===== src/rtl/checker_fetch.sv =====
// Wishbone read master: copies len 32-bit words from base_adr into the checker's local RAM bank.
// One outstanding access at a time; every word is REQ (until ack) then one idle GAP cycle.
module checker_fetch #(
  parameter int MEM_AW  = 3,
  parameter int LEN_W   = 16,
  parameter int TIMEOUT = 255
) (
  input  logic              sys_clk,
  input  logic              sys_rst,
  input  logic              start,
  input  logic              abort,
  input  logic [31:0]       base_adr,
  input  logic [LEN_W-1:0]  len,
  output logic              busy,
  output logic              done,
  output logic              err,
  output logic [31:0]       wbm_adr_o,
  output logic              wbm_cyc_o,
  output logic              wbm_stb_o,
  output logic              wbm_we_o,
  output logic [3:0]        wbm_sel_o,
  input  logic [31:0]       wbm_dat_i,
  input  logic              wbm_ack_i,
  input  logic              wbm_err_i,
  output logic              mem_we,
  output logic [MEM_AW-1:0] mem_adr,
  output logic [31:0]       mem_dat
);

  localparam int TW = (TIMEOUT < 2) ? 1 : $clog2(TIMEOUT);
  localparam logic [LEN_W-1:0] MAX_LEN = LEN_W'(1) << MEM_AW;
  localparam logic [TW-1:0]    TMO_LAST = TW'(TIMEOUT - 1);

  typedef enum logic [2:0] {
    IDLE  = 3'd0,
    CHECK = 3'd1,
    REQ   = 3'd2,
    GAP   = 3'd3,
    FIN   = 3'd4
  } state_t;

  state_t            state_q, state_d;
  logic [31:0]       adr_q, adr_d;
  logic [LEN_W-1:0]  cnt_q, cnt_d;
  logic [MEM_AW-1:0] idx_q, idx_d;
  logic [TW-1:0]     tmo_q, tmo_d;
  logic              busy_q, busy_d;
  logic              done_q, done_d;
  logic              err_q, err_d;
  logic              cyc_q, cyc_d;
  logic              mem_we_q, mem_we_d;
  logic [MEM_AW-1:0] mem_adr_q, mem_adr_d;
  logic [31:0]       mem_dat_q, mem_dat_d;

  always_ff @(posedge sys_clk or posedge sys_rst) begin
    if (sys_rst) begin
      state_q   <= IDLE;
      adr_q     <= '0;
      cnt_q     <= '0;
      idx_q     <= '0;
      tmo_q     <= '0;
      busy_q    <= 1'b0;
      done_q    <= 1'b0;
      err_q     <= 1'b0;
      cyc_q     <= 1'b0;
      mem_we_q  <= 1'b0;
      mem_adr_q <= '0;
      mem_dat_q <= '0;
    end else begin
      state_q   <= state_d;
      adr_q     <= adr_d;
      cnt_q     <= cnt_d;
      idx_q     <= idx_d;
      tmo_q     <= tmo_d;
      busy_q    <= busy_d;
      done_q    <= done_d;
      err_q     <= err_d;
      cyc_q     <= cyc_d;
      mem_we_q  <= mem_we_d;
      mem_adr_q <= mem_adr_d;
      mem_dat_q <= mem_dat_d;
    end
  end

  always_comb begin
    state_d   = state_q;
    adr_d     = adr_q;
    cnt_d     = cnt_q;
    idx_d     = idx_q;
    tmo_d     = tmo_q;
    busy_d    = busy_q;
    done_d    = 1'b0;
    err_d     = 1'b0;
    cyc_d     = cyc_q;
    mem_we_d  = 1'b0;
    mem_adr_d = mem_adr_q;
    mem_dat_d = mem_dat_q;

    // Abort wins over everything, including an ack arriving in the same cycle.
    if (state_q != IDLE && abort) begin
      state_d = IDLE;
      cyc_d   = 1'b0;
      busy_d  = 1'b0;
    end else begin
      case (state_q)
        IDLE: begin
          if (start) begin
            adr_d   = {base_adr[31:2], 2'b00};
            cnt_d   = len;
            idx_d   = '0;
            busy_d  = 1'b1;
            state_d = CHECK;
          end
        end
        CHECK: begin
          if (cnt_q == '0) begin
            done_d  = 1'b1;
            state_d = FIN;
          end else if (cnt_q > MAX_LEN) begin
            err_d   = 1'b1;
            state_d = FIN;
          end else begin
            cyc_d   = 1'b1;
            tmo_d   = '0;
            state_d = REQ;
          end
        end
        REQ: begin
          if (wbm_ack_i) begin
            cyc_d     = 1'b0;
            mem_we_d  = 1'b1;
            mem_adr_d = idx_q;
            mem_dat_d = wbm_dat_i;
            if (cnt_q == LEN_W'(1)) begin
              done_d  = 1'b1;
              state_d = FIN;
            end else begin
              adr_d   = adr_q + 32'd4;
              idx_d   = idx_q + MEM_AW'(1);
              cnt_d   = cnt_q - LEN_W'(1);
              state_d = GAP;
            end
          end else if (wbm_err_i || tmo_q == TMO_LAST) begin
            cyc_d   = 1'b0;
            err_d   = 1'b1;
            state_d = FIN;
          end else begin
            tmo_d = tmo_q + TW'(1);
          end
        end
        GAP: begin
          cyc_d   = 1'b1;
          tmo_d   = '0;
          state_d = REQ;
        end
        FIN: begin
          busy_d  = 1'b0;
          state_d = IDLE;
        end
        default: begin
          cyc_d   = 1'b0;
          busy_d  = 1'b0;
          state_d = IDLE;
        end
      endcase
    end
  end

  assign busy      = busy_q;
  assign done      = done_q;
  assign err       = err_q;
  assign wbm_adr_o = adr_q;
  assign wbm_cyc_o = cyc_q;
  assign wbm_stb_o = cyc_q;
  assign wbm_we_o  = 1'b0;
  assign wbm_sel_o = 4'hf;
  assign mem_we    = mem_we_q;
  assign mem_adr   = mem_adr_q;
  assign mem_dat   = mem_dat_q;

endmodule


===== config.mk =====
export PLATFORM = sky130hd
export DESIGN_NAME = checker_fetch
export DESIGN_NICKNAME = d
export VERILOG_FILES = /design/src/rtl/checker_fetch.sv
export SDC_FILE = /design/constraint.sdc
export NUM_CORES = 1
export LEC_CHECK = 0
export ABC_AREA = 1
export BUFFER_PORTS_ARGS = -buffer_cell sky130_fd_sc_hd__buf_2
export CORE_UTILIZATION = 40
export DETAILED_ROUTE_END_ITERATION = 10
export SYNTH_ARGS = -nofsm -noshare
export SYNTH_HDL_FRONTEND = slang
export SYNTH_SLANG_ARGS = --single-unit

===== constraint.sdc =====
create_clock -name sys_clk -period 4.7 [get_ports sys_clk]
set_clock_uncertainty 0.2 [all_clocks]
set_input_delay 0.94 -clock sys_clk [delete_from_list [all_inputs] [get_ports sys_clk]]
set_output_delay 0.94 -clock sys_clk [all_outputs]
set_load 0.005 [all_outputs]

==> out/qor.csv <==
stage;metric;value;unit
status;status;finished clean;
timing;worst slew pin tran;0.746;ns
worst_setup_path;CP required;4.77;ns
logic_synthesis;#FFs+latches synth;100;
worst_setup_path;crit path kind;reg2reg;
global_routing;GRT Total Usage;20.7;%
global_routing;met1 Track Usage GR;28.7;%
finish;nets@finish;1166;
clock_tree;worst-case clock buffer depth;2;
global_routing;met3 Usage GRT;2.78;%
logic_synthesis;post-synthesis simple-gate area fraction;43.6;%
die;Starting Density;40.9;%
detailed_routing;DRC Markers;0;
global_routing;global route overflow;0;
timing;# setup viols final;0;
logic_synthesis;syn avg cell area;6.65;sq um
finish;register area;2500;sq um
logic_synthesis;Synth Area in XOR/XNOR;0.704;%
logic_synthesis;count leader, synth;nand2_1;
place;IO Port Bufs;154;
place;Post-DP HPWL;11500;microns
logic_synthesis;post-synthesis sequential area ratio;40.2;%
clock_tree;post_cts resized;0;
die;num rows;45;
timing;RSZ-0062 raised after global routing;no;
clock_tree;H-tree Lvls;3;
clock_tree;postcts setup bufs;0;
global_routing;initial antenna violation count;0;
worst_setup_path;critical path peak fanout;54;
finish;Area Growth Syn to Fin;17.8;%
clock_tree;clk slew on worst S/H paths;0.07;ns
timing;Max Freq;350;MHz
finish;Fillers;1610;
die;die height;127;microns
logic_synthesis;top_reg_cell synth;dfrtp_1;
global_routing;vias in the first global route;5386;
clock_tree;CTS Hold Buffers Added;0;
timing;final clock period utilization by the worst path;60.7;%
clock_tree;root buffer cell;clkbuf_16;
global_routing;peak-usage layer in the global routing report;met2;
die;die area;16000;sq um
detailed_routing;routed vias/inst;4.79;
logic_synthesis;cell taking the most area after synthesis;dfrtp_1;
power_and_ir_drop;Worst VDD drop;0.245;mV
power_and_ir_drop;Pleak;3.92;nW
clock_tree;clock sink count;100;
global_routing;first-pass GRT wire length;26600;microns
worst_hold_path;hold path startpoint;mem_dat[24];
die;core area;15200;sq um
timing;final count of hold timing violations;0;
worst_setup_path;CP peak stage delay;0.71;ns
place;Placer Congestion;0.829;
logic_synthesis;Synth Area in Adders;1.41;%
clock_tree;CTS tree;done;
global_routing;largest net degree at the start of global routing;64;
worst_setup_path;Critical R2R Launch;state_q[2];
worst_setup_path;cells along the critical path;nor2_2 > nand2_2 > inv_2 > nand3_2 > nand3_4 > inv_4 > nand2_1 > o21ai_2;
logic_synthesis;Synth top area share;40.2;%
logic_synthesis;Synth async-reset ratio;100;%
finish;layout cell share with drive strength beyond 1;19.8;%
finish;antenna cells;0;
detailed_routing;initial DRC count;346;
timing;min Tclk post-route;2.85;ns
logic_synthesis;EDFF count, synth;0;
timing;Slew headroom;50.3;%
logic_synthesis;top cells by area, synth;dfrtp_1 40%, nand2_1 26%, nor2_1 7.3%;
worst_setup_path;crit end category;register;
detailed_routing;drt wl/cell;12.9;microns
clock_tree;number of buffers created by CTS;9;
job;MaxCap Viol Count;0;
power_and_ir_drop;Pwr Density;494;nW/um^2
worst_setup_path;CP max stage cell;inv_4;
logic_synthesis;Syn Inst Count;935;
finish;area of the multi-input gates;3210;sq um
die;Die Wd;127;microns
logic_synthesis;leading cell types by count after synthesis;435 x nand2_1, 121 x nor2_1, 100 x dfrtp_1;
worst_setup_path;crit start category;register;
die;Ports;164;
logic_synthesis;count of different cell masters after synthesis;31;
logic_synthesis;largest family of logic cells by synthesized area;simple AND/OR/NAND/NOR gates;
logic_synthesis;YS warnings;0;
detailed_routing;DRT Pass-1 Iters;4;
worst_setup_path;Critical path origin;state_q[2];
global_routing;GRT met2 Usage;33.6;%
timing;Final Max Slew Viols;0;
logic_synthesis;Cell Area, Synth;6220;sq um
clock_tree;Clock Latency Late Sink;0.35;ns
logic_synthesis;compound-cell area share of the yosys netlist;5.47;%
detailed_routing;DRT Wirelength;16300;microns
worst_hold_path;worst min path class;reg2reg;
detailed_routing;routed vias;6067;
power_and_ir_drop;Power, Total;3.62;mW
logic_synthesis;mux contribution to synthesized area;0;%
timing;Fin Setup TNS;0;ns
worst_setup_path;Critical Path AT;2.93;ns
detailed_routing;Detail Route Antenna Nets;0;
-- cell families after synthesis --
kind of cell | count (synthesis)
adder cells (fa/ha/maj) | 7
AO/OA/AOI/OAI | 52
buffers and inverters | 105
AND/OR/NAND/NOR | 664
other | 2
XOR/XNOR | 5
flip-flops | 100
-- worst paths after layout --
path / end / slack, ns / cells after the start
min: mem_dat[24] / 0.27 / 2
max reg2reg: wbm_adr_o[5] / 1.85 / 8
max in group asynchronous: tmo_q[6] / 2.97 / 3
min in group asynchronous: cnt_q[9] / 0.50 / 2
min reg2reg: mem_dat[24] / 0.27 / 2
max: wbm_adr_o[5] / 1.85 / 8
-- stage by stage --
step	hold slack (ns)	cells	util, %	instance area [sq um]	setup WS, ns
detailed placement	0.253	1250	46.1	7010	1.46
finish	0.267	1266	48.2	7320	1.85
floorplan	0.264	940	-	6240	0.941
global route	0.287	1266	48.2	7320	1.56
global placement	0.249	1250	46.1	7010	1.48
CTS	0.272	1266	48.2	7320	1.80
-- report_power, final --
part           leakage (nW)  switching (mW)  internal, mW  total [mW]
Combinational          2.49           0.881         0.505        1.39
Sequential             1.28           0.313          1.12        1.43
Clock                 0.155           0.375         0.429       0.805
Total                  3.92            1.57          2.05        3.62
-- registers in the layout, indices dropped and copies added (netlist names) --
register,flops
mem_dat,32
busy,1
mem_we,1
done,1
state_q,3
idx_q,3
wbm_cyc_o,1
cnt_q,16
mem_adr,3
err,1
wbm_adr_o,30
tmo_q,8
-- layout make-up --
| cell class | count | share of cell area, % |
|---|---|---|
| well taps | 188 | 3.21 |
| inverters | 69 | 3.64 |
| clock buffers | 9 | 3.08 |
| flip-flops and latches | 100 | 34.2 |
| repair buffers | 158 | 10.9 |
| clock inverters | 7 | 1.20 |
| multi-input cells | 735 | 43.8 |
-- layer usage --
layer | share of wire [%] | up-vias
met4 | 1.5 | 0
met2 | 44 | 143
met1 | 50 | 2745
met3 | 4.0 | 16
met5 | 0 | -
li1 | - | 3163
-- layout by cell type (no fill, tap or decap), types with 2 or more instances in the layout --
cell type  Yosys  routed
o21bai_1       2       2
inv_8          0       2
a21oi_1        7       7
buf_4         11       4
dfrtp_1      100     100
o21ai_0       25      25
xnor2_1        4       4
inv_4          2       3
nand3_1       78      78
nand4_1        6       6
nand3b_1       3       3
conb_1         2       7
nand2_2        5       5
nand2_1      435     435
inv_6          0       4
buf_2         10     154
nor2_1       121     121
inv_1         64      63
nor2_2         4       4
nor3_1         5       5
clkbuf_16      0       9
ha_1           7       7
o21ai_2       17      17
nor2_4         2       2
inv_2          3       3
-- critical path, delay by kind of cell, from the launching register on --
family | cells | cell delay (ns)
AOI/OAI and AO/OA | 1 | 0.08
buffers and inverters | 2 | 0.82
DFF | 1 | 0.43
and+or+nand+nor | 5 | 1.22
(Power assumes the default switching activity.)
